<file path="src/rtl/f64_promote_unit_if.sv">
// Handshake bundle for the f32->f64 promote unit: operand in, result out, busy flag.
// Latency: n/a (wires only).
// Backpressure: out_ready stalls the producer side; in_ready stalls the operand source.
interface f64_promote_unit_if;
    logic        in_valid;
    logic        in_ready;
    logic [31:0] in_data;
    logic        out_valid;
    logic        out_ready;
    logic [63:0] out_data;
    logic        busy;

    // Unit side: consumes operands, produces results.
    modport slave (
        input  in_valid,
        input  in_data,
        input  out_ready,
        output in_ready,
        output out_valid,
        output out_data,
        output busy
    );

    // Client side: supplies operands, takes results.
    modport master (
        output in_valid,
        output in_data,
        output out_ready,
        input  in_ready,
        input  out_valid,
        input  out_data,
        input  busy
    );
endinterface

</file>
<file path="src/rtl/f64_promote_unit.sv">
// WebAssembly f64.promote_f32: widens an IEEE-754 binary32 operand to binary64.
// Latency: 1 cycle to result, plus (23-k) cycles for a subnormal with leading one at bit k when SERIAL_NORM=1.
// Backpressure: one operand in flight; in_ready low until the result handshakes, result held while out_ready=0.
module f64_promote_unit #(
    parameter bit SERIAL_NORM = 1'b1
) (
    input  logic              clk,
    input  logic              reset,
    f64_promote_unit_if.slave bus
);

    typedef enum logic [1:0] {
        IDLE = 2'd0,
        NORM = 2'd1,
        DONE = 2'd2
    } state_t;

    state_t state;
    state_t state_nxt;

    logic        sign_q;
    logic [23:0] m_q;
    logic [10:0] x_q;
    logic [63:0] out_data_q;

    // Operand fields
    logic        in_s;
    logic [7:0]  in_e;
    logic [22:0] in_f;
    logic        in_is_sub;
    logic        accept;

    assign in_s      = bus.in_data[31];
    assign in_e      = bus.in_data[30:23];
    assign in_f      = bus.in_data[22:0];
    assign in_is_sub = (in_e == 8'd0) && (in_f != 23'd0);
    assign accept    = bus.in_valid && bus.in_ready;

    // Leading-one position of the fraction, used by the single-cycle normalizer.
    logic [4:0] lead_k;
    always_comb begin
        lead_k = 5'd0;
        for (int i = 0; i < 23; i++) begin
            if (in_f[i]) lead_k = 5'(i);
        end
    end

    logic [22:0] pe_frac;
    logic [10:0] pe_x;
    assign pe_frac = 23'(in_f << (5'd23 - lead_k));
    assign pe_x    = 11'd874 + {6'd0, lead_k};

    // Result for every class that does not need the serial normalizer.
    logic [63:0] direct_res;
    always_comb begin
        direct_res = 64'd0;
        if (in_e == 8'hFF) begin
            if (in_f == 23'd0) begin
                direct_res = {in_s, 11'h7FF, 52'd0};
            end else begin
                // Payload kept, quiet bit forced so a signalling NaN comes out quiet.
                direct_res = {in_s, 11'h7FF, 1'b1, in_f[21:0], 29'd0};
            end
        end else if (in_e == 8'd0) begin
            if (in_f == 23'd0) begin
                direct_res = {in_s, 63'd0};
            end else begin
                direct_res = {in_s, pe_x, pe_frac, 29'd0};
            end
        end else begin
            direct_res = {in_s, {3'd0, in_e} + 11'd896, in_f, 29'd0};
        end
    end

    // One normalization step: shift the mantissa up, drop the exponent by one.
    logic [23:0] m_shl;
    logic [10:0] x_dec;
    logic        norm_end;
    logic [22:0] norm_frac;
    logic [10:0] norm_x;

    assign m_shl = {m_q[22:0], 1'b0};
    assign x_dec = x_q - 11'd1;
    // Finish on the step whose shift lands the leading one in bit 23; the
    // m_q[23] case never arises from a load but keeps the loop closed.
    assign norm_end  = m_q[23] || m_shl[23];
    assign norm_frac = m_q[23] ? m_q[22:0] : m_shl[22:0];
    assign norm_x    = m_q[23] ? x_q : x_dec;

    // State register
    always_ff @(posedge clk or posedge reset) begin
        if (reset) begin
            state <= IDLE;
        end else begin
            state <= state_nxt;
        end
    end

    // Next-state logic
    always_comb begin
        state_nxt = state;
        case (state)
            IDLE: begin
                if (accept) begin
                    if (in_is_sub && SERIAL_NORM) state_nxt = NORM;
                    else                          state_nxt = DONE;
                end
            end
            NORM: begin
                if (norm_end) state_nxt = DONE;
            end
            DONE: begin
                if (bus.out_ready) state_nxt = IDLE;
            end
            default: state_nxt = IDLE;
        endcase
    end

    // Datapath: operand capture, serial normalization, result register.
    always_ff @(posedge clk or posedge reset) begin
        if (reset) begin
            sign_q     <= 1'b0;
            m_q        <= 24'd0;
            x_q        <= 11'd0;
            out_data_q <= 64'd0;
        end else begin
            case (state)
                IDLE: begin
                    if (accept) begin
                        sign_q <= in_s;
                        if (in_is_sub && SERIAL_NORM) begin
                            m_q <= {1'b0, in_f};
                            x_q <= 11'd897;
                        end else begin
                            out_data_q <= direct_res;
                        end
                    end
                end
                NORM: begin
                    m_q <= m_shl;
                    x_q <= x_dec;
                    if (norm_end) begin
                        out_data_q <= {sign_q, norm_x, norm_frac, 29'd0};
                    end
                end
                default: begin
                end
            endcase
        end
    end

    assign bus.in_ready  = (state == IDLE) && !reset;
    assign bus.out_valid = (state == DONE);
    assign bus.out_data  = out_data_q;
    assign bus.busy      = (state != IDLE);

endmodule

</file>
<file path="src/flat_wrapper.sv">
// flat-port wrapper written by rule: the top's interface ports become plain ports
module f64_promote_unit_flat 
#(
    parameter bit SERIAL_NORM = 1'b1
)
  (clk, reset, bus_in_valid, bus_in_data, bus_out_ready, bus_in_ready, bus_out_valid, bus_out_data, bus_busy);
  f64_promote_unit_if bus_i ();
  input  logic clk;
  input  logic reset;
  input wire logic [$bits(bus_i.in_valid)-1:0] bus_in_valid;
  input wire logic [$bits(bus_i.in_data)-1:0] bus_in_data;
  input wire logic [$bits(bus_i.out_ready)-1:0] bus_out_ready;
  output wire logic [$bits(bus_i.in_ready)-1:0] bus_in_ready;
  output wire logic [$bits(bus_i.out_valid)-1:0] bus_out_valid;
  output wire logic [$bits(bus_i.out_data)-1:0] bus_out_data;
  output wire logic [$bits(bus_i.busy)-1:0] bus_busy;
  assign bus_i.in_valid = bus_in_valid;
  assign bus_i.in_data = bus_in_data;
  assign bus_i.out_ready = bus_out_ready;
  assign bus_in_ready = bus_i.in_ready;
  assign bus_out_valid = bus_i.out_valid;
  assign bus_out_data = bus_i.out_data;
  assign bus_busy = bus_i.busy;
  f64_promote_unit #(.SERIAL_NORM(SERIAL_NORM)) u_core (.clk(clk), .reset(reset), .bus(bus_i));
endmodule
</file>
<file path="config.mk">
export PLATFORM = sky130hd
export DESIGN_NAME = f64_promote_unit_flat
export DESIGN_NICKNAME = d
export VERILOG_FILES = /design/src/rtl/f64_promote_unit_if.sv /design/src/rtl/f64_promote_unit.sv /design/src/flat_wrapper.sv
export SDC_FILE = /design/constraint.sdc
export NUM_CORES = 1
export LEC_CHECK = 0
export CORE_UTILIZATION = 55
export DETAILED_ROUTE_END_ITERATION = 7
export HOLD_SLACK_MARGIN = 0.08
export PLACE_DENSITY = 0.95
export SYNTH_ARGS = -nofsm -noshare
export SYNTH_HDL_FRONTEND = slang
export SYNTH_SLANG_ARGS = --single-unit
export TNS_END_PERCENT = 5
</file>
<file path="constraint.sdc">
create_clock -name clk -period 6.4 [get_ports clk]
set_input_delay 1.28 -clock clk [delete_from_list [all_inputs] [get_ports clk]]
set_output_delay 1.28 -clock clk [all_outputs]
set_load 0.01 [all_outputs]
</file>
After elaboration in Yosys (flattened, before gate mapping)
Cells that the tools add are included.
{"block": "word_totals", "regBits": 102, "latch_bits": 0, "memories": 0, "elab_cells": 76, "romBits": 0, "input_bits": 36, "ramBits": 0}
{"block": "classes", "magnitude_cmp": 0, "multipliers": 0, "n_bitwise": 0, "shifts": 1, "add_sub_neg": 4, "reduce_logical": 15, "eq_ne": 8, "div": 0, "muxes": 43}
{"operator": "$mux 64", "count": 3}
{"operator": "$mux 63", "count": 3}
{"operator": "$pmux 64 s2", "count": 1}
{"operator": "$mux 5", "count": 21}
{"operator": "$mux 52", "count": 1}
{"operator": "$mux 24", "count": 2}
{"operator": "$pmux 24 s2", "count": 1}
{"operator": "$mux 11", "count": 3}
{"operator": "$logic_not 23->1", "count": 1}
{"operator": "$mux 23", "count": 1}
{"operator": "$reduce_bool 23->1", "count": 1}
{"operator": "$shl 23x5->23", "count": 1}
{"operator": "$pmux 11 s2", "count": 1}
{"operator": "$add 10x5->11 const A", "count": 1}
{"operator": "$add 8x10->11 const B", "count": 1}
{"operator": "$sub 11x1->11 const B", "count": 1}
{"operator": "$eq 8x8->1 const B", "count": 1}
{"operator": "$logic_not 8->1", "count": 1}
{"operator": "$mux 2", "count": 4}
{"operator": "$ne 2x1->1 const B", "count": 3}
{"operator": "$pmux 2 s3", "count": 1}
{"operator": "$reduce_and 3->1", "count": 2}
{"operator": "$sub 5x5->5 const A", "count": 1}
{"operator": "$ne 2x2->1 const B", "count": 2}
{"operator": "other kinds (10)", "count": 13}

Logic depth before layout (Yosys ltp)
{"block": "logic_depth", "depth_word": 30, "depth_mapped": 11, "ltp_nobuf": 10}

Worst setup path before layout
OpenSTA, ideal clock, no wires.
{"block": "synth_path", "path_kind": "input port to flip-flop", "startpoint": "in reset", "endpoint": "reg u_core.x_q[5]", "arrival_time_ps": 4015, "setup_time_ps": 132, "path_stages": 9, "path_slack_ps": 2253, "path_buffers": 2, "path_cell_list": "inv_1 -> nand2_1 -> nor2_1 -> o21ba_2 -> clkbuf_1 -> clkbuf_1 -> nand2_1 -> nand2_1 -> o31ai_1"}
{"block": "synth_between", "elab_chain_cells": 5}
{"element": "start, declared", "line": "flat_wrapper.sv:9", "rtl": "input logic reset;"}
{"element": "$logic_not 1->1 (no source line)"}
{"element": "$logic_and 1x1->1", "line": "f64_promote_unit.sv:152", "rtl": "assign bus.in_ready = (state == IDLE) && !reset;"}
{"element": "$logic_and 1x1->1", "line": "f64_promote_unit.sv:37", "rtl": "assign accept = bus.in_valid && bus.in_ready;"}
{"element": "$ne 2x1->1 (no source line)"}
{"element": "$reduce_and 3->1 (no source line)"}
{"element": "end signal, assigned", "line": "f64_promote_unit.sv:124", "rtl": "x_q <= 11'd0;"}
{"element": "end signal, assigned", "line": "f64_promote_unit.sv:133", "rtl": "x_q <= 11'd897;"}
{"element": "end signal, assigned", "line": "f64_promote_unit.sv:141", "rtl": "x_q <= x_dec;"}
{"element": "end, declared", "line": "f64_promote_unit.sv:23", "rtl": "logic [10:0] x_q;"}
Every way passes these cells.
A chain may end at the register's enable or synchronous reset.

Worst setup path in the final report
{"block": "layout_path", "startpoint": "in bus_in_data[17]", "endpoint": "reg u_core.out_data_q[61], in the netlist u_core.bus.out_data[61]"}
{"block": "layout_between", "elab_chain_cells": 13}
{"element": "start, declared", "line": "flat_wrapper.sv:11", "rtl": "input wire logic [$bits(bus_i.in_data)-1:0] bus_in_data;"}
{"element": "$mux 5 (6 in a row)", "line": "f64_promote_unit.sv:44", "rtl": "if (in_f[i]) lead_k = 5'(i);"}
{"element": "$add 10x5->11", "line": "f64_promote_unit.sv:51", "rtl": "assign pe_x = 11'd874 + {6'd0, lead_k};"}
{"element": "$mux 63", "line": "f64_promote_unit.sv:65", "rtl": "if (in_f == 23'd0) begin"}
{"element": "$mux 63", "line": "f64_promote_unit.sv:64", "rtl": "end else if (in_e == 8'd0) begin"}
{"element": "$mux 63", "line": "f64_promote_unit.sv:57", "rtl": "if (in_e == 8'hFF) begin"}
{"element": "$mux 64", "line": "f64_promote_unit.sv:131", "rtl": "if (in_is_sub && SERIAL_NORM) begin"}
{"element": "$mux 64", "line": "f64_promote_unit.sv:129", "rtl": "if (accept) begin"}
{"element": "$pmux 64 s2", "line": "f64_promote_unit.sv:127", "rtl": "case (state)"}
{"element": "end signal, assigned", "line": "f64_promote_unit.sv:135", "rtl": "out_data_q <= direct_res;"}
{"element": "end signal, assigned", "line": "f64_promote_unit.sv:143", "rtl": "out_data_q <= {sign_q, norm_x, norm_frac, 29'd0};"}
{"element": "end, declared", "line": "f64_promote_unit.sv:24", "rtl": "logic [63:0] out_data_q;"}
Parallel ways exist; a longest one is shown, timed or not. The select of a mux whose other input is x is not followed.

==> impl_metrics.json <==
{
  "ir_worst_vdd_v": 0.0001158,
  "power_frac_clock": 0.338,
  "final_antenna_net_count": 0,
  "hold_buffers": 0,
  "avgSynthCellArea_um2": 8.006,
  "num_vias": 4467,
  "drtIter0Drc": 537,
  "synth_ff_type": "dfrtp_1",
  "antenna_cells": 0,
  "htree_num_levels": 3,
  "clk_pin_slew_ps": 80,
  "hold_class": "flop to flop",
  "worstSkewPairLatency_ps": 360,
  "synth-xor-area-share": 0.02307,
  "synth_compound_area_frac": 0.1912,
  "rsz0062_at_grt": "false",
  "hpwl_um": 8392,
  "drv_cap": 0,
  "end_kind": "flop",
  "final-hold-violation-count": 0,
  "place_congestion": 0.9397,
  "synth-adder-area-share": 0.01099,
  "wl_per_cell_um": 16.86,
  "first_pass_iters": 5,
  "multiInputGateArea_um2": 2425,
  "cts_root_buf": "clkbuf_8",
  "layout-drive-gt1-share": 0.05714,
  "finalNonFillerCells": 732,
  "ys_top_cells_by_area": "dfrtp_1 (40%), nor2_1 (8.2%), nand2_1 (7.7%)",
  "crit_start": "bus_in_data[17]",
  "synthArstFlopShare": 1.000,
  "coreArea_um2": 7888,
  "whs_path_depth": 1,
  "power_leakage_nw": 2.388,
  "antenna_found_initial": 0,
  "finClkSkew_ps": 8.331,
  "rows": 32,
  "dp_cells": 716,
  "dieArea_um2": 8651,
  "ys.warnings.count": 0,
  "overflow": 0,
  "critPathRequiredTime_ps": 6660,
  "finalWirelength_um": 12340,
  "syn-instance-count": 569,
  "worst_pin_slew_ps": 1041,
  "regArea_um2": 1827,
  "final.setup.tns_ps": 0,
  "grt_pass1_wl_um": 20310,
  "crit_path_max_fanout": 24,
  "area_delta_synth_final_pct": 19.14,
  "pwr-share-seq": 0.434,
  "r2r_slack_ps": 3890,
  "synth_top_cell_by_area": "dfrtp_1",
  "r2r_end": "u_core.bus.out_data[61]$_DFFE_PP0P_",
  "initial_core_util": 0.5776,
  "die_h_um": 93.01,
  "hold_start": "u_core.bus.out_data[55]$_DFFE_PP0P_",
  "period_needed_ps": 4163,
  "maxSlewViolCount": 0,
  "grtUsageTotal": 0.3010,
  "path_class": "input port to flop",
  "p_switching_uw": 376.1,
  "grt_pass1_vias": 4175,
  "synth_top_family_by_area": "simple AND/OR/NAND/NOR gates",
  "start_kind": "input port",
  "hold_end": "u_core.bus.out_data[55]$_DFFE_PP0P_",
  "fin_crit_sh": 0.6504,
  "ctsLongestPathBuffers": 2,
  "maxSlewHeadroom": 0.3057,
  "p_sw_frac": 0.2875,
  "ff2ff_path_depth": 8,
  "cts_buffers": 9,
  "fin_nets": 665,
  "p_int_uw": 932.0,
  "final_area_um2": 5428,
  "synthSimpleGateAreaFrac": 0.2203,
  "hold_slack_ps": 486.2,
  "fillCellCount": 619,
  "synth.top_cells.by_count": "nor2_1 (99), nand2_1 (94), dfrtp_1 (73)",
  "postCtsSetupBuffers": 0,
  "p_per_area_nw_per_um2": 241.0,
  "muxShareOfSynthArea": 0.06180,
  "status": "complete, no violations",
  "grt_max_degree": 74,
  "fmax_ghz": 0.2402,
  "setup_viol": 0,
  "io-pin-count": 103,
  "cts_tree": "done",
  "synth.most_common_cell": "nor2_1",
  "placed_area_um2": 5185,
  "cts_resized": 0,
  "synth_top_area_frac": 0.4010,
  "synth_edf_count": 0,
  "port-buffer-count": 73,
  "comb_power_share": 0.228,
  "fin_util": 0.6881,
  "rr_startpoint": "u_core.x_q[0]$_DFFE_PP0P_",
  "die_w_um": 93.01,
  "synth_seq_cells": 73,
  "route.detailed.drc": 0,
  "viasPerCell": 6.102,
  "critPathArrivalTime_ps": 4420,
  "cts_sinks": 73,
  "ys_seq_area_frac": 0.4010,
  "netlist_area_um2": 4556,
  "synthDistinctLibCells": 49
}
-- state kept, by name, summed over array words and instances, names as in the netlist --
signal / count
u_core.sign_q: 1
u_core.bus.out_data: 35
u_core.x_q: 11
u_core.state: 2
u_core.m_q: 24
-- routing by layer --
metal | up-vias | GRT usage | part of all wire
met5 | - | 0 | 0
met4 | 0 | 0.1244 | 0.029
met3 | 47 | 0.06911 | 0.11
met2 | 303 | 0.4951 | 0.48
met1 | 2094 | 0.3824 | 0.38
li1 | 2023 | - | -
-- layout by cell type (no fill, tap or decap), types with 3 or more instances in the layout --
master	n
a21oi_1	51
ha_1	4
or3_4	4
inv_1	9
a211oi_1	5
o22ai_1	3
mux2i_1	27
xor2_1	8
nand2_1	94
bufinv_16	3
a31oi_1	28
nor2b_1	3
nor4_1	8
dfrtp_1	73
nand4_1	3
nand2b_1	3
o21ai_0	31
o31ai_1	4
buf_4	5
nor3_1	9
o311ai_0	4
nor2_1	99
or3_1	3
xnor2_1	4
clkdlybuf4s50_1	73
conb_1	29
clkbuf_8	9
-- worst max path at each step --
stage,end,cells after the start,slack [ps]
after floorplan,u_core.x_q[5]$_DFFE_PP0P_,9,2250
after global placement,u_core.bus.out_data[61]$_DFFE_PP0P_,10,2090
after detailed placement,u_core.bus.out_data[61]$_DFFE_PP0P_,10,1960
after CTS,u_core.bus.out_data[61]$_DFFE_PP0P_,10,2350
after global routing,u_core.bus.out_data[60]$_DFFE_PP0P_,10,1980
final,u_core.bus.out_data[61]$_DFFE_PP0P_,10,2240
-- stage by stage --
stage / total power, mW / worst slack, ps
final: 1.308 / 2237
after detailed placement: 0.8707 / 1963
after CTS: 1.307 / 2349
after floorplan: 0.7223 / 2253
after global routing: 1.364 / 1979
after global placement: 0.8584 / 2088
-- layout make-up --
type,count,area share
clock inverter,7,0.02190
inverter,10,0.006916
timing repair buffer,78,0.1415
sequential,73,0.3366
tap,102,0.02351
multi-input combinational,453,0.4468
clock buffer,9,0.02282
-- worst max-delay path, cell delays in order --
cell and delay [ps]:
clkdlybuf4s50_1 500, nor4_1 660, nand4_1 310, o21bai_2 370
nand2_1 190, o21ai_2 380, buf_4 410, nand2_1 130
a21oi_1 130, nor2_1 60
-- power by group through the flow --
| stage | logic (mW) | clock network, mW | registers, mW |
|---|---|---|---|
| floorplan | 0.136 | 0 | 0.586 |
| finish | 0.298 | 0.442 | 0.568 |
| detailed placement | 0.296 | 0 | 0.575 |
| global placement | 0.286 | 0 | 0.572 |
| CTS | 0.298 | 0.441 | 0.567 |
| global route | 0.324 | 0.465 | 0.575 |
-- logic make-up after synthesis --
family | after synthesis
and+or+nand+nor | 235
other | 1
muxes | 28
buffers and inverters | 71
adders and majority gates | 4
AOI/OAI and AO/OA | 145
xor gates and xnor gates | 12
DFF | 73
Note: power is estimated with default switching activity, not from simulation.
